$ cat src/rtl/bus_change_monitor_pkg.sv
// Shared types and default sizes for the bus change monitor and its event FIFO.
package bus_change_monitor_pkg;

  localparam int DATA_W_DEF = 16;
  localparam int DEPTH_DEF  = 4;
  localparam int TS_W_DEF   = 32;

  typedef struct packed {
    logic [TS_W_DEF-1:0]   ts;
    logic [DATA_W_DEF-1:0] prev;
    logic [DATA_W_DEF-1:0] data;
  } event_t;

endpackage

$ cat src/rtl/bus_change_monitor_if.sv
// Monitored bus plus the change-event read port of bus_change_monitor.
interface bus_change_monitor_if
  import bus_change_monitor_pkg::*;
#(
  parameter int DATA_W = DATA_W_DEF,
  parameter int TS_W   = TS_W_DEF,
  parameter int DEPTH  = DEPTH_DEF
);

  logic [DATA_W-1:0]          bus_data;
  // Read port: an event transfers on a posedge where out_valid && out_ready;
  // while out_valid=1 and out_ready=0 every out_* field holds its value.
  logic                       out_valid;
  logic                       out_ready;
  logic [TS_W-1:0]            out_ts;
  logic [DATA_W-1:0]          out_prev;
  logic [DATA_W-1:0]          out_data;
  logic [$clog2(DEPTH+1)-1:0] count;
  logic                       overflow;

  modport master (
    output bus_data, out_ready,
    input  out_valid, out_ts, out_prev, out_data, count, overflow
  );

  modport slave (
    input  bus_data, out_ready,
    output out_valid, out_ts, out_prev, out_data, count, overflow
  );

endinterface

$ cat src/rtl/bus_change_fifo.sv
// DEPTH-entry synchronous FIFO of change events; optional overwrite-oldest on full push.
module bus_change_fifo
  import bus_change_monitor_pkg::*;
#(
  parameter int  DEPTH   = DEPTH_DEF,
  parameter type entry_t = event_t
) (
  input  logic                       clk,
  input  logic                       rst,
  input  logic                       push,
  input  logic                       pop,
  input  logic                       drop_oldest,
  input  entry_t                     wdata,
  output entry_t                     head,
  output logic                       full,
  output logic                       empty,
  output logic [$clog2(DEPTH+1)-1:0] count
);

  localparam int AW = $clog2(DEPTH);
  localparam int CW = $clog2(DEPTH+1);

  entry_t        mem [DEPTH];
  logic [AW-1:0] wr_ptr;
  logic [AW-1:0] rd_ptr;
  logic          do_pop;
  logic          full_no_pop;
  logic          do_write;
  logic          adv_rd;

  assign full   = (count == CW'(DEPTH));
  assign empty  = (count == '0);
  assign head   = empty ? '0 : mem[rd_ptr];

  // A full push only lands when a pop frees a slot or the oldest entry is sacrificed.
  assign do_pop      = pop && !empty;
  assign full_no_pop = full && !do_pop;
  assign do_write    = push && (!full_no_pop || drop_oldest);
  assign adv_rd      = do_pop || (push && full_no_pop && drop_oldest);

  always_ff @(posedge clk) begin
    if (rst) begin
      wr_ptr <= '0;
      rd_ptr <= '0;
      count  <= '0;
      for (int i = 0; i < DEPTH; i++) mem[i] <= '0;
    end else begin
      if (do_write) begin
        mem[wr_ptr] <= wdata;
        wr_ptr      <= wr_ptr + AW'(1);
      end
      if (adv_rd) rd_ptr <= rd_ptr + AW'(1);
      if (do_write && !adv_rd)      count <= count + CW'(1);
      else if (adv_rd && !do_write) count <= count - CW'(1);
    end
  end

endmodule

$ cat src/rtl/bus_change_monitor.sv
// Samples a shared bus each cycle and logs value changes as timestamped events.
// Build option: BUS_CHANGE_MONITOR_DROP_OLDEST_EN overwrites the oldest event when full.
module bus_change_monitor
  import bus_change_monitor_pkg::*;
#(
  parameter int DATA_W = DATA_W_DEF,
  parameter int DEPTH  = DEPTH_DEF,
  parameter int TS_W   = TS_W_DEF
) (
  input logic                 clk,
  input logic                 rst,
  bus_change_monitor_if.slave mon
);

  typedef struct packed {
    logic [TS_W-1:0]   ts;
    logic [DATA_W-1:0] prev;
    logic [DATA_W-1:0] data;
  } mon_event_t;

`ifdef BUS_CHANGE_MONITOR_DROP_OLDEST_EN
  localparam logic DROP_OLDEST = 1'b1;
`else
  localparam logic DROP_OLDEST = 1'b0;
`endif

  logic [TS_W-1:0]            cyc_cnt;
  logic [DATA_W-1:0]          prev_q;
  logic                       primed;
  logic                       overflow_q;
  logic                       change;
  logic                       pop;
  logic                       full;
  logic                       empty;
  logic [$clog2(DEPTH+1)-1:0] fifo_count;
  mon_event_t                 new_event;
  mon_event_t                 head;

  // The first sample after reset only establishes the baseline.
  assign change    = primed && (mon.bus_data != prev_q);
  assign new_event = '{ts: cyc_cnt, prev: prev_q, data: mon.bus_data};
  assign pop       = mon.out_valid && mon.out_ready;

  always_ff @(posedge clk) begin
    if (rst) begin
      cyc_cnt    <= '0;
      prev_q     <= '0;
      primed     <= 1'b0;
      overflow_q <= 1'b0;
    end else begin
      cyc_cnt <= cyc_cnt + TS_W'(1);
      prev_q  <= mon.bus_data;
      primed  <= 1'b1;
      if (change && full && !pop) overflow_q <= 1'b1;
    end
  end

  bus_change_fifo #(
    .DEPTH   (DEPTH),
    .entry_t (mon_event_t)
  ) u_fifo (
    .clk         (clk),
    .rst         (rst),
    .push        (change),
    .pop         (pop),
    .drop_oldest (DROP_OLDEST),
    .wdata       (new_event),
    .head        (head),
    .full        (full),
    .empty       (empty),
    .count       (fifo_count)
  );

  assign mon.out_valid = !empty;
  assign mon.out_ts    = head.ts;
  assign mon.out_prev  = head.prev;
  assign mon.out_data  = head.data;
  assign mon.count     = fifo_count;
  assign mon.overflow  = overflow_q;

endmodule

$ cat src/flat_wrapper.sv
// flat-port wrapper written by rule: the top's interface ports become plain ports
module bus_change_monitor_flat import bus_change_monitor_pkg::*;
#(
  parameter int DATA_W = DATA_W_DEF,
  parameter int DEPTH  = DEPTH_DEF,
  parameter int TS_W   = TS_W_DEF
)
  (clk, rst, mon_bus_data, mon_out_ready, mon_out_valid, mon_out_ts, mon_out_prev, mon_out_data, mon_count, mon_overflow);
  bus_change_monitor_if #(.DATA_W(DATA_W), .TS_W(TS_W), .DEPTH(DEPTH)) mon_i ();
  input logic clk;
  input logic rst;
  input wire logic [$bits(mon_i.bus_data)-1:0] mon_bus_data;
  input wire logic [$bits(mon_i.out_ready)-1:0] mon_out_ready;
  output wire logic [$bits(mon_i.out_valid)-1:0] mon_out_valid;
  output wire logic [$bits(mon_i.out_ts)-1:0] mon_out_ts;
  output wire logic [$bits(mon_i.out_prev)-1:0] mon_out_prev;
  output wire logic [$bits(mon_i.out_data)-1:0] mon_out_data;
  output wire logic [$bits(mon_i.count)-1:0] mon_count;
  output wire logic [$bits(mon_i.overflow)-1:0] mon_overflow;
  assign mon_i.bus_data = mon_bus_data;
  assign mon_i.out_ready = mon_out_ready;
  assign mon_out_valid = mon_i.out_valid;
  assign mon_out_ts = mon_i.out_ts;
  assign mon_out_prev = mon_i.out_prev;
  assign mon_out_data = mon_i.out_data;
  assign mon_count = mon_i.count;
  assign mon_overflow = mon_i.overflow;
  bus_change_monitor #(.DATA_W(DATA_W), .DEPTH(DEPTH), .TS_W(TS_W)) u_core (.clk(clk), .rst(rst), .mon(mon_i));
endmodule
$ cat config.mk
export PLATFORM = sky130hd
export DESIGN_NAME = bus_change_monitor_flat
export DESIGN_NICKNAME = d
export VERILOG_FILES = /design/src/rtl/bus_change_monitor_pkg.sv /design/src/rtl/bus_change_monitor_if.sv /design/src/rtl/bus_change_fifo.sv /design/src/rtl/bus_change_monitor.sv /design/src/flat_wrapper.sv
export SDC_FILE = /design/constraint.sdc
export NUM_CORES = 1
export LEC_CHECK = 0
export CORE_MARGIN = 2
export CORE_UTILIZATION = 50
export CTS_CLUSTER_SIZE = 8
export DETAILED_ROUTE_END_ITERATION = 10
export PLACE_DENSITY = 0.77
export SLEW_MARGIN = 20
export SYNTH_ARGS = -nofsm -noshare
export SYNTH_HDL_FRONTEND = slang
export SYNTH_SLANG_ARGS = --single-unit
$ cat constraint.sdc
create_clock -name clk -period 9.6 [get_ports clk]
set_clock_uncertainty 0.05 [all_clocks]
set_input_delay 0.96 -clock clk [delete_from_list [all_inputs] [get_ports clk]]
set_output_delay 0.96 -clock clk [all_outputs]
set_load 0.01 [all_outputs]
## After elaboration in Yosys (flattened, before gate mapping)

Memories as Yosys holds them, arrays and structs flattened. A register that Yosys moved wholly into a read port is not among the register bits.
Index checks and enable logic that the tools add are counted.

| storage, ports and cells | value |
|---|---|
| logic and storage cells | 46 |
| bits in registers | 57 |
| memories kept | 1 |
| output and inout port bits | 69 |
| RAM bits | 256 |

| cells by class | value |
|---|---|
| $add $sub $neg | 5 |
| reductions and logical operators | 17 |
| mux-type cells | 14 |
| eq/ne operators | 2 |

Memory list:

| memory | depth | width | read ports | clocked after memory_dff | wr ports | line | RTL |
|---|---|---|---|---|---|---|---|
| u_core.u_fifo.mem | 4 | 64 | 1 | 1 | 4 | bus_change_fifo.sv:23 | `entry_t mem [DEPTH];` |

Operator list:

| operator | number |
|---|---|
| two-way mux 64 bit | 2 |
| OR reduction 64 bit | 1 |
| adder 32 x 1 -> 32 bit (second input constant) | 1 |
| != test 16 bit | 1 |
| logical AND 1 bit | 9 |
| two-way mux 1 bit | 7 |
| two-way mux 2 bit | 3 |
| two-way mux 3 bit | 2 |
| zero test 1 bit | 5 |
| adder 2 x 1 -> 2 bit (second input constant) | 2 |
| adder 3 x 1 -> 3 bit (second input constant) | 1 |
| == test 3 bit (second input constant) | 1 |
| zero test 3 bit | 1 |
| subtractor 3 x 1 -> 3 bit (second input constant) | 1 |
| nonzero test 2 bit | 1 |

## Logic depth before layout (Yosys ltp)

Gate-level depths: netlist of run 1.

| logic depth | value |
|---|---|
| depth in word-level cells | 13 |
| mapped depth | 10 |
| gate-level depth less buffers | 10 |

## Hierarchy

Synthesis of run 1 repeated with hierarchy kept, for this count alone.

| second synthesis, totals | value |
|---|---|
| cell total of the unflattened synthesis | 1050 |
| area total of the unflattened synthesis | 14058.5 um2 |

By module, submodules not included:

| module | times used | area each (um2) | sequential area each (um2) | cells each |
|---|---|---|---|---|
| bus_change_fifo | 1 | 11918.9 | 7867.5 | 817 |
| bus_change_monitor | 1 | 2139.6 | 1001.0 | 233 |

## Worst setup path after synthesis of run 1

No wires, ideal clock.

| timing path | value |
|---|---|
| path kind | in2reg |
| start | input mon_bus_data[7] |
| end | memory u_core.u_fifo.mem[1][0] (netlist name) (enable) |
| data required time | 8.889 ns |
| arrival | 7.857 ns |
| setup time | 0.661 ns |
| setup slack | 1.032 ns |
| buffers on the path | 0 |
| stages | 4 |
| cells stage by stage | xnor2_1 -> nand4_1 -> nor4_4 -> o41ai_1 |

RTL lines:

| what | line | RTL |
|---|---|---|
| start, declared | flat_wrapper.sv:12 | `input wire logic [$bits(mon_i.bus_data)-1:0] mon_bus_data;` |
| end, declared | bus_change_fifo.sv:23 |  |

==> impl_metrics.xml, run 1 <==
<?xml version="1.0" encoding="UTF-8"?>
<metrics>
  <group name="sta">
    <metric name="unrepaired_setup_endpoints_after_global_routing" unit="">false</metric>
    <metric name="period_share" unit="">0.432</metric>
    <metric name="slew-limit-headroom" unit="">0.342</metric>
    <metric name="min_period" unit="ns">4.15</metric>
    <metric name="worst_pin_slew" unit="ns">0.980</metric>
    <metric name="final_worst_setup_slack" unit="ns">5.45</metric>
    <metric name="fmax" unit="MHz">241</metric>
    <metric name="finalSetupViolations" unit="">0</metric>
    <metric name="finalMaxSlewViolations" unit="">0</metric>
    <metric name="final.setup.tns" unit="ns">0</metric>
    <metric name="hold_violations" unit="">0</metric>
  </group>
  <group name="clock_tree">
    <metric name="cts_hold_buffers" unit="">0</metric>
    <metric name="cts.sinks" unit="">315</metric>
    <metric name="ctsRootBufferMaster" unit="">sky130_fd_sc_hd__clkbuf_16</metric>
    <metric name="cts_tree" unit="">yes</metric>
    <metric name="cts.repair.resized" unit="">0</metric>
    <metric name="post_cts_buffers" unit="">0</metric>
    <metric name="numCtsBuffers" unit="">45</metric>
    <metric name="clk_pin_slew_worst_paths" unit="ns">0.05</metric>
    <metric name="clock_tree.htree_level_count" unit="">2</metric>
    <metric name="deepest_clock_path_buffer_count" unit="">3</metric>
    <metric name="insertion_delay_to_the_later_sink_of_the_worst_skew_pair" unit="ns">0.53</metric>
  </group>
  <group name="critical_path">
    <metric name="critical_path.reg2reg.startpoint" unit="">u_core.u_fifo.count[0]$_SDFFE_PP0P_</metric>
    <metric name="setup.worst_path.start_class" unit="">register</metric>
    <metric name="path_max_fanout" unit="">32</metric>
    <metric name="worst_reg2reg_endpoint" unit="">u_core.u_fifo.mem[0][46]$_SDFFCE_PN0P_</metric>
    <metric name="reg2reg_depth" unit="">6</metric>
    <metric name="startpoint_to_endpoint_class_of_the_critical_path" unit="">reg2out</metric>
    <metric name="reg2reg_setup_slack" unit="ns">6.15</metric>
    <metric name="timing.critical_path.arrival" unit="ns">3.14</metric>
    <metric name="end_kind" unit="">output pin</metric>
    <metric name="worstPathRequired" unit="ns">8.59</metric>
  </group>
  <group name="yosys">
    <metric name="synth.area.top_cells" unit="">sky130_fd_sc_hd__edfxtp_1 56%, sky130_fd_sc_hd__and2_1 12%, sky130_fd_sc_hd__mux4_2 10%</metric>
    <metric name="ys_warn_count" unit="">0</metric>
    <metric name="postSynth.asyncResetShare" unit="">0</metric>
    <metric name="synth_top_area_frac" unit="">0.555</metric>
    <metric name="seq_area_frac_synth" unit="">0.640</metric>
    <metric name="synth-seq-cells" unit="">315</metric>
    <metric name="syn_area" unit="sq um">13800</metric>
    <metric name="ys_types" unit="">36</metric>
    <metric name="post-synth-top-count-cell" unit="">sky130_fd_sc_hd__and2_1</metric>
    <metric name="synth_enable_flop_cells" unit="">256</metric>
    <metric name="synth_cells" unit="">959</metric>
    <metric name="net_count_synth" unit="">981</metric>
    <metric name="post_synth_top_cells" unit="">258 x sky130_fd_sc_hd__and2_1, 256 x sky130_fd_sc_hd__edfxtp_1, 70 x sky130_fd_sc_hd__and3_1</metric>
    <metric name="avgSynthCellArea" unit="sq um">14.4</metric>
    <metric name="post-synth-top-area-cell" unit="">sky130_fd_sc_hd__edfxtp_1</metric>
    <metric name="dominantRegCellSynth" unit="">sky130_fd_sc_hd__edfxtp_1</metric>
  </group>
  <group name="die">
    <metric name="num_rows" unit="">60</metric>
    <metric name="total_die_area" unit="sq um">29000</metric>
    <metric name="placeableCoreArea" unit="sq um">27100</metric>
    <metric name="initial_core_utilization" unit="">0.511</metric>
    <metric name="io_pins" unit="">88</metric>
    <metric name="die_h" unit="microns">170</metric>
    <metric name="floorplan_die_width" unit="microns">170</metric>
  </group>
  <group name="placed_design">
    <metric name="dp_worst_setup_slack" unit="ns">5.13</metric>
    <metric name="count_of_buffers_inserted_at_the_top_level_ports" unit="">87</metric>
    <metric name="finalWeightedCongestion" unit="">0.748</metric>
    <metric name="dp.final_hpwl" unit="microns">16300</metric>
    <metric name="dpl_cell_area" unit="sq um">15000</metric>
  </group>
  <group name="hold_path">
    <metric name="start_point_of_the_worst_hold_path" unit="">u_core.u_fifo.wr_ptr[0]$_SDFFE_PP0P_</metric>
    <metric name="hold_path_end" unit="">u_core.u_fifo.wr_ptr[0]$_SDFFE_PP0P_</metric>
    <metric name="hold_depth" unit="">2</metric>
    <metric name="hold_crit_class" unit="">reg2reg</metric>
  </group>
  <group name="cells_and_area">
    <metric name="area_added_between_synthesis_and_finish" unit="%">18.5</metric>
    <metric name="postLayoutCoreUtil" unit="">0.605</metric>
    <metric name="design.final.nets" unit="">1061</metric>
    <metric name="post_route_cells_drive_above_1_share" unit="">0.134</metric>
    <metric name="diodes" unit="">0</metric>
    <metric name="fin_area" unit="sq um">16400</metric>
  </group>
  <group name="global_routing">
    <metric name="globalRoute.totalOverflow" unit="">0</metric>
    <metric name="grt_pass1_wl" unit="microns">47000</metric>
    <metric name="grt_util_all_layers" unit="">0.212</metric>
    <metric name="number_of_antenna_violations_at_the_first_check_in_global_routing" unit="">0</metric>
    <metric name="grt_pass1_vias" unit="">8345</metric>
    <metric name="grt_start_max_net_pins" unit="">68</metric>
  </group>
  <group name="route">
    <metric name="drt_drc_violations_left" unit="">0</metric>
    <metric name="drtIter0Drc" unit="">688</metric>
    <metric name="wire_per_inst" unit="microns">20.6</metric>
    <metric name="detailedRoute.firstPassIterationCount" unit="">5</metric>
    <metric name="avgViaCountPerCell" unit="">5.52</metric>
    <metric name="routed-via-count" unit="">7982</metric>
    <metric name="total_wire_length_after_detailed_routing" unit="microns">29800</metric>
    <metric name="route.antenna.remaining_nets" unit="">0</metric>
  </group>
  <group name="power">
    <metric name="pwr_cell_area" unit="nW/um^2">244</metric>
    <metric name="cellLeakagePower" unit="nW">6.11</metric>
    <metric name="max-vdd-ir-drop" unit="mV">0.222</metric>
  </group>
  <group name="outcome">
    <metric name="status" unit="">completed</metric>
  </group>
  <group name="flow_run">
    <metric name="drv_cap" unit="">0</metric>
  </group>
</metrics>
## metrics by stage
stage | hold WS [ns] | power [W] | std cells
2_1_floorplan | 0.421 | 0.00219 | 959
3_5_place_dp | 0.483 | 0.00257 | 1362
6_report | 0.491 | 0.00401 | 1447
3_3_place_gp | 0.471 | 0.00255 | 1362
5_1_grt | 0.516 | 0.00416 | 1447
4_1_cts | 0.491 | 0.00403 | 1445
## flip-flops by register name, indices dropped and copies added, names as in the netlist, named ones only
register	flops
u_core.u_fifo.wr_ptr	2
u_core.u_fifo.mem	256
u_core.prev_q	16
u_core.mon.overflow	1
u_core.cyc_cnt	32
u_core.u_fifo.count	3
u_core.primed	1
u_core.u_fifo.rd_ptr	2
## worst max path at each step
stage                     from                                     end  slack [ns]  depth (start not counted)
2_1_floorplan  mon_bus_data[7]   u_core.u_fifo.mem[1][0]$_SDFFCE_PN0P_        1.03                          4
3_3_place_gp   mon_bus_data[0]  u_core.u_fifo.mem[0][43]$_SDFFCE_PN0P_        5.21                          8
3_5_place_dp     mon_out_ready  u_core.u_fifo.mem[0][46]$_SDFFCE_PN0P_        5.13                          7
4_1_cts               register                          mon_out_ts[13]        5.17                          4
5_1_grt               register                          mon_out_ts[16]        5.25                          5
6_report              register                          mon_out_ts[13]        5.45                          5
## area by class of cell
cell class	instances	area, sq um
timing repair buffer	102	1020
inverter	2	7.51
fill	2042	10700
sequential	315	8870
multi-input combinational	573	4720
clock inverter	2	16.3
clock buffer	81	1300
tap	372	465
## where the power goes
part / switching, W / leakage [nW] / internal, W / total (W)
Clock: 0.000555 / 0.624 / 0.000908 / 0.00146
Sequential: 0.0000706 / 3.15 / 0.00158 / 0.00165
Combinational: 0.000417 / 2.33 / 0.000477 / 0.000894
## logic make-up after synthesis
group | Yosys count | synth area share
simple gates | 446 | 0.195
flops | 315 | 0.640
buf+inv | 71 | 0.0212
mux | 65 | 0.105
xor+xnor | 48 | 0.0304
compound gates | 11 | 0.00515
fa+ha+maj | 3 | 0.00325
## routing by layer
| layer | global-route usage | wire length [microns] | vias up |
|---|---|---|---|
| met5 | 0 | 0 | - |
| met4 | 0.0591 | 573 | 0 |
| met3 | 0.0381 | 1670 | 42 |
| met2 | 0.365 | 15000 | 248 |
| met1 | 0.278 | 12600 | 4060 |
| li1 | - | - | 3632 |
## cell usage in the layout (no fill, tap or decap), types with 2 or more instances in the layout
cell type / instances
sky130_fd_sc_hd__buf_16: 2
sky130_fd_sc_hd__nor2b_1: 17
sky130_fd_sc_hd__ha_1: 2
sky130_fd_sc_hd__clkbuf_1: 34
sky130_fd_sc_hd__nand2_1: 13
sky130_fd_sc_hd__and4_1: 2
sky130_fd_sc_hd__nor3_1: 2
sky130_fd_sc_hd__o21ai_0: 3
sky130_fd_sc_hd__edfxtp_1: 256
sky130_fd_sc_hd__clkbuf_16: 47
sky130_fd_sc_hd__nor2_1: 36
sky130_fd_sc_hd__nand3_1: 15
sky130_fd_sc_hd__dfxtp_1: 57
sky130_fd_sc_hd__inv_1: 2
sky130_fd_sc_hd__nor3_2: 2
sky130_fd_sc_hd__and2_1: 258
sky130_fd_sc_hd__and3_1: 70
sky130_fd_sc_hd__xor2_1: 28
sky130_fd_sc_hd__nand4_1: 15
sky130_fd_sc_hd__buf_4: 13
sky130_fd_sc_hd__or2_2: 3
sky130_fd_sc_hd__clkdlybuf4s50_1: 86
sky130_fd_sc_hd__nor4_4: 3
sky130_fd_sc_hd__or3_1: 3
sky130_fd_sc_hd__xnor2_1: 20
sky130_fd_sc_hd__mux4_2: 64
sky130_fd_sc_hd__a21oi_1: 3
## worst max-delay path, stage by stage, from the launching register on
cell and delay, ns:
sky130_fd_sc_hd__dfxtp_4 0.58, sky130_fd_sc_hd__buf_4 0.43, sky130_fd_sc_hd__buf_16 0.32, sky130_fd_sc_hd__mux4_2 0.60, sky130_fd_sc_hd__and2_1 0.19, sky130_fd_sc_hd__clkdlybuf4s50_1 0.47
No activity file was read; power rests on OpenSTA's default activity.
==> run 2, diff against run 1 <==
PLACE_DENSITY = 0.8   (was 0.77)
clock period = 3.67 ns   (was 9.6 ns; I/O delays follow)
==> impl_metrics.xml, run 2 (same netlist as run 1, synthesis figures left out) <==
<?xml version="1.0" encoding="UTF-8"?>
<metrics>
  <group name="outcome">
    <metric name="status" unit="">completed</metric>
  </group>
  <group name="sta">
    <metric name="unrepaired_setup_endpoints_after_global_routing" unit="">false</metric>
    <metric name="slew-limit-headroom" unit="">0.420</metric>
    <metric name="period_share" unit="">0.857</metric>
    <metric name="finalMaxSlewViolations" unit="">0</metric>
    <metric name="final_worst_setup_slack" unit="ns">0.525</metric>
    <metric name="worst_pin_slew" unit="ns">0.863</metric>
    <metric name="fmax" unit="MHz">318</metric>
    <metric name="min_period" unit="ns">3.14</metric>
    <metric name="finalSetupViolations" unit="">0</metric>
    <metric name="final.setup.tns" unit="ns">0</metric>
    <metric name="hold_violations" unit="">0</metric>
  </group>
  <group name="placed_design">
    <metric name="dpl_cell_area" unit="sq um">15200</metric>
    <metric name="finalWeightedCongestion" unit="">0.728</metric>
    <metric name="dp_worst_setup_slack" unit="ns">0.668</metric>
    <metric name="count_of_buffers_inserted_at_the_top_level_ports" unit="">87</metric>
    <metric name="inst_count_dp" unit="">1371</metric>
    <metric name="dp.final_hpwl" unit="microns">15900</metric>
  </group>
  <group name="global_routing">
    <metric name="grt_pass1_vias" unit="">8194</metric>
    <metric name="grt_start_max_net_pins" unit="">95</metric>
    <metric name="number_of_antenna_violations_at_the_first_check_in_global_routing" unit="">0</metric>
    <metric name="grt_pass1_wl" unit="microns">45600</metric>
    <metric name="grt_util_all_layers" unit="">0.207</metric>
    <metric name="globalRoute.totalOverflow" unit="">0</metric>
  </group>
  <group name="cells_and_area">
    <metric name="multi_input_area" unit="sq um">4730</metric>
    <metric name="largest_register_ff_count" unit="">256</metric>
    <metric name="layout_top_registers" unit="">u_core.u_fifo.mem (256), u_core.cyc_cnt (32), u_core.prev_q (16)</metric>
    <metric name="fin_area" unit="sq um">16500</metric>
    <metric name="top_register" unit="">u_core.u_fifo.mem</metric>
    <metric name="commonest_cells_after_routing_fill_and_taps_aside" unit="">258 x sky130_fd_sc_hd__and2_1, 256 x sky130_fd_sc_hd__edfxtp_1, 86 x sky130_fd_sc_hd__clkdlybuf4s50_1</metric>
    <metric name="area_added_between_synthesis_and_finish" unit="%">19.0</metric>
    <metric name="postLayoutCoreUtil" unit="">0.608</metric>
    <metric name="layout.cells.most_common" unit="">sky130_fd_sc_hd__and2_1</metric>
    <metric name="filler_cell_count" unit="">2016</metric>
    <metric name="area_occupied_by_registers" unit="sq um">8870</metric>
    <metric name="design.final.nets" unit="">1068</metric>
    <metric name="instances_no_fill" unit="">1453</metric>
    <metric name="post_route_cells_drive_above_1_share" unit="">0.139</metric>
  </group>
  <group name="die">
    <metric name="floorplan_die_width" unit="microns">170</metric>
    <metric name="io_pins" unit="">88</metric>
    <metric name="placeableCoreArea" unit="sq um">27100</metric>
    <metric name="num_rows" unit="">60</metric>
    <metric name="die_h" unit="microns">170</metric>
    <metric name="total_die_area" unit="sq um">29000</metric>
    <metric name="initial_core_utilization" unit="">0.511</metric>
  </group>
  <group name="power">
    <metric name="max-vdd-ir-drop" unit="mV">0.334</metric>
    <metric name="pwr_cell_area" unit="nW/um^2">632</metric>
    <metric name="cellLeakagePower" unit="nW">6.14</metric>
  </group>
  <group name="route">
    <metric name="wire_per_inst" unit="microns">19.9</metric>
    <metric name="detailedRoute.firstPassIterationCount" unit="">5</metric>
    <metric name="routed-via-count" unit="">7936</metric>
    <metric name="drtIter0Drc" unit="">625</metric>
    <metric name="route.antenna.remaining_nets" unit="">0</metric>
    <metric name="total_wire_length_after_detailed_routing" unit="microns">28900</metric>
    <metric name="avgViaCountPerCell" unit="">5.46</metric>
    <metric name="drt_drc_violations_left" unit="">0</metric>
  </group>
  <group name="critical_path">
    <metric name="timing.critical_path.arrival" unit="ns">2.73</metric>
    <metric name="path_max_fanout" unit="">22</metric>
    <metric name="setup.worst_path.start_class" unit="">register</metric>
    <metric name="startpoint_to_endpoint_class_of_the_critical_path" unit="">reg2out</metric>
    <metric name="worstPathRequired" unit="ns">3.25</metric>
    <metric name="end_kind" unit="">output pin</metric>
  </group>
  <group name="clock_tree">
    <metric name="post_cts_buffers" unit="">0</metric>
    <metric name="deepest_clock_path_buffer_count" unit="">3</metric>
    <metric name="cts_tree" unit="">yes</metric>
    <metric name="clock_tree.htree_level_count" unit="">2</metric>
    <metric name="cts.repair.resized" unit="">0</metric>
    <metric name="numCtsBuffers" unit="">45</metric>
    <metric name="clk_pin_slew_worst_paths" unit="ns">0.05</metric>
    <metric name="insertion_delay_to_the_later_sink_of_the_worst_skew_pair" unit="ns">0.53</metric>
    <metric name="ctsRootBufferMaster" unit="">sky130_fd_sc_hd__clkbuf_16</metric>
    <metric name="cts.sinks" unit="">315</metric>
    <metric name="cts_hold_buffers" unit="">0</metric>
  </group>
  <group name="flow_run">
    <metric name="drv_cap" unit="">0</metric>
  </group>
  <group name="hold_path">
    <metric name="hold_crit_class" unit="">in2reg</metric>
  </group>
</metrics>
run 2: worst max-delay path, stage by stage (launching register included):
cell	delay, ns
sky130_fd_sc_hd__dfxtp_4	0.65
sky130_fd_sc_hd__buf_4	0.33
sky130_fd_sc_hd__mux4_2	0.56
sky130_fd_sc_hd__and2_1	0.18
sky130_fd_sc_hd__clkdlybuf4s50_1	0.47
run 2: worst paths after layout:
kind	start	endpoint	slack [ns]	depth (start not counted)
setup / recovery	register	mon_out_ts[19]	0.53	4
hold / removal	rst	u_core.primed$_DFF_P_	0.12	2
setup reg to reg	u_core.prev_q[10]$_SDFF_PP0_	u_core.u_fifo.mem[2][45]$_SDFFCE_PN0P_	1.18	7
hold reg to reg	u_core.u_fifo.rd_ptr[0]$_SDFFE_PP0P_	register	0.49	2
run 2: final cells by class:
| type | instances | share of cell area |
|---|---|---|
| antenna | 1 | 0.000152 |
| timing repair buffer | 109 | 0.0664 |
| tap | 372 | 0.0283 |
| clock buffer | 79 | 0.0774 |
| inverter | 2 | 0.000456 |
| multi-input combinational | 573 | 0.287 |
| clock inverter | 2 | 0.00144 |
| sequential | 315 | 0.539 |
run 2: metal layers:
| metal | share of wire | global-route usage |
|---|---|---|
| met1 | 0.42 | 0.276 |
| met2 | 0.50 | 0.347 |
| met3 | 0.062 | 0.0405 |
| met4 | 0.021 | 0.0613 |
| met5 | 0 | 0 |
run 2: power by group:
group	internal (W)	switching, W
sequential	0.00414	0.000180
combinational	0.00127	0.00108
clock	0.00233	0.00142
run 2: stage by stage:
stage                     hold WS [ns]  total power, W
after global routing             0.137          0.0108
after global placement           0.460         0.00675
final                            0.124          0.0104
after floorplan                  0.421         0.00571
after detailed placement         0.472         0.00678
after CTS                        0.126          0.0105
==> patch, RTL diff (config.mk and constraints of run 2) <==
The option `BUS_CHANGE_MONITOR_DROP_OLDEST_EN` is turned on by a define.
--- a/src/rtl/bus_change_monitor.sv
+++ b/src/rtl/bus_change_monitor.sv
@@ -1,5 +1,7 @@
 // Samples a shared bus each cycle and logs value changes as timestamped events.
 // Build option: BUS_CHANGE_MONITOR_DROP_OLDEST_EN overwrites the oldest event when full.
+`define BUS_CHANGE_MONITOR_DROP_OLDEST_EN
+
 module bus_change_monitor
   import bus_change_monitor_pkg::*;
 #(
Check against the original RTL: not equivalent (a bounded check fails within 10 cycles, from zero or initial values and one cycle with rst high).
==> patch against run 2 <==
Synthesized cell count is 1.0% higher. Combinational power is 10% lower. Cell area is 0.55% higher. Routed wire length is 3.8% higher. Global-route usage is 0.67 points higher. Cell count is 1.6% higher. Area after synthesis is 0.34% higher. Sequential cell count stayed put. Highest routed layer unchanged. Critical path type unchanged. Critical endpoint is now mon_out_ts[9]. Power is 2.3% lower. Core utilization is 0.66 points lower. Setup slack worse by 0.053 ns.
==> patch: results (changes against run 2) <==
status: "completed"
clkbuf_count: 81  # +2.5%
vias_per_cell: 5.463  # about the same
worstPathArrival_ns: 2.78  # +0.05 ns
muxShareOfSynthArea: 0.1053  # +0.0004518
synth-xor-area-share: 0.02837  # -0.001995
use_met3: 0.03377  # -0.006692
ys_seq_area_frac: 0.6383  # -0.002192
p_per_area_nw_per_um2: 614.2  # -2.8%
area_growth_syn_to_layout_pct: 19.21
reg2reg_depth: 10  # +3
wl_met1_mm: 12.38  # +2.0%
dpl.cell_count: 1391  # +1.5%
wl_per_cell_um: 20.34  # +2.2%
grtUsageMet1: 0.2868  # +0.01128
pre_cts_ws_ns: 0.2197  # -0.4480 ns
hold-worst-slack_ns: 0.1644  # +0.04012 ns
powerSeq_w: 0.00424  # -2%
synth.distinct_cells: 41  # +14%
met2_usage: 0.3609  # +0.01373
multiInputGateArea_um2: 4792  # +1.3%
buf_share: 0.06496  # -0.001424
grt_pass1_vias: 8246  # +0.63%
globalplace.congestion: 0.7938  # +9.0%
worst_pin_slew_ns: 0.8955  # +0.03246 ns
grt_max_degree: 66  # -31%
p_clk_frac: 0.376  # +0.016
track_usage: 0.2136  # +0.006683
r2r_setup_slack_ns: 0.67  # -0.51 ns
signal_buffers: 110  # +0.92%
met3_wirelength_mm: 1.863  # +4.1%
ir_worst_vdd_v: 0.0003604  # +8.0%
drt_iter0_markers: 616  # -1.4%
syn_area_per_cell_um2: 14.34  # -0.69%
syn_area_um2: 13890  # +0.34%
dp_hpwl_mm: 17.03  # +6.8%
synth_common_cells: "and2_1, edfxtp_1, mux4_2, dfxtp_1, clkbuf_1"
fin_nets: 1083  # +1.4%
drive_above_1_share: 0.1393  # +0.0004554
power_leakage_nw: 5.855  # -4.6%
reg2reg_from: "u_core.prev_q[15]$_SDFF_PP0_"
num-fill-cells: 2005  # -0.55%
clock_cell_area_share: 0.08007  # +0.001227
antenna_cells: 0  # -1
synth-compound-area-share: 0.008104  # +0.002954
inv_count: 6  # +4
==> patch: cell count changes in the layout (fill, tap and decap cells not counted), sizes merged, moves of 3 or more <==
cell | before | now
a21oi | 3 | 6
and2 | 258 | 320
and3 | 70 | 1
inv | 2 | 7
nand4 | 15 | 12
nor2 | 37 | 34
nor3 | 4 | 9
nor4 | 3 | 14
xnor2 | 20 | 38
xor2 | 28 | 7
==> patch: worst min-delay path by stage <==
stage                                     start                          endpoint  depth (start not counted)
2_1_floorplan                     mon_out_ready  u_core.mon.overflow$_SDFFE_PP0P_                          1
3_3_place_gp   u_core.mon.overflow$_SDFFE_PP0P_  u_core.mon.overflow$_SDFFE_PP0P_                          2
3_5_place_dp   u_core.mon.overflow$_SDFFE_PP0P_  u_core.mon.overflow$_SDFFE_PP0P_                          2
4_1_cts                                     rst      u_core.cyc_cnt[6]$_SDFF_PP0_                          2
5_1_grt                                     rst      u_core.cyc_cnt[6]$_SDFF_PP0_                          2
6_report                                    rst      u_core.cyc_cnt[2]$_SDFF_PP0_                          2
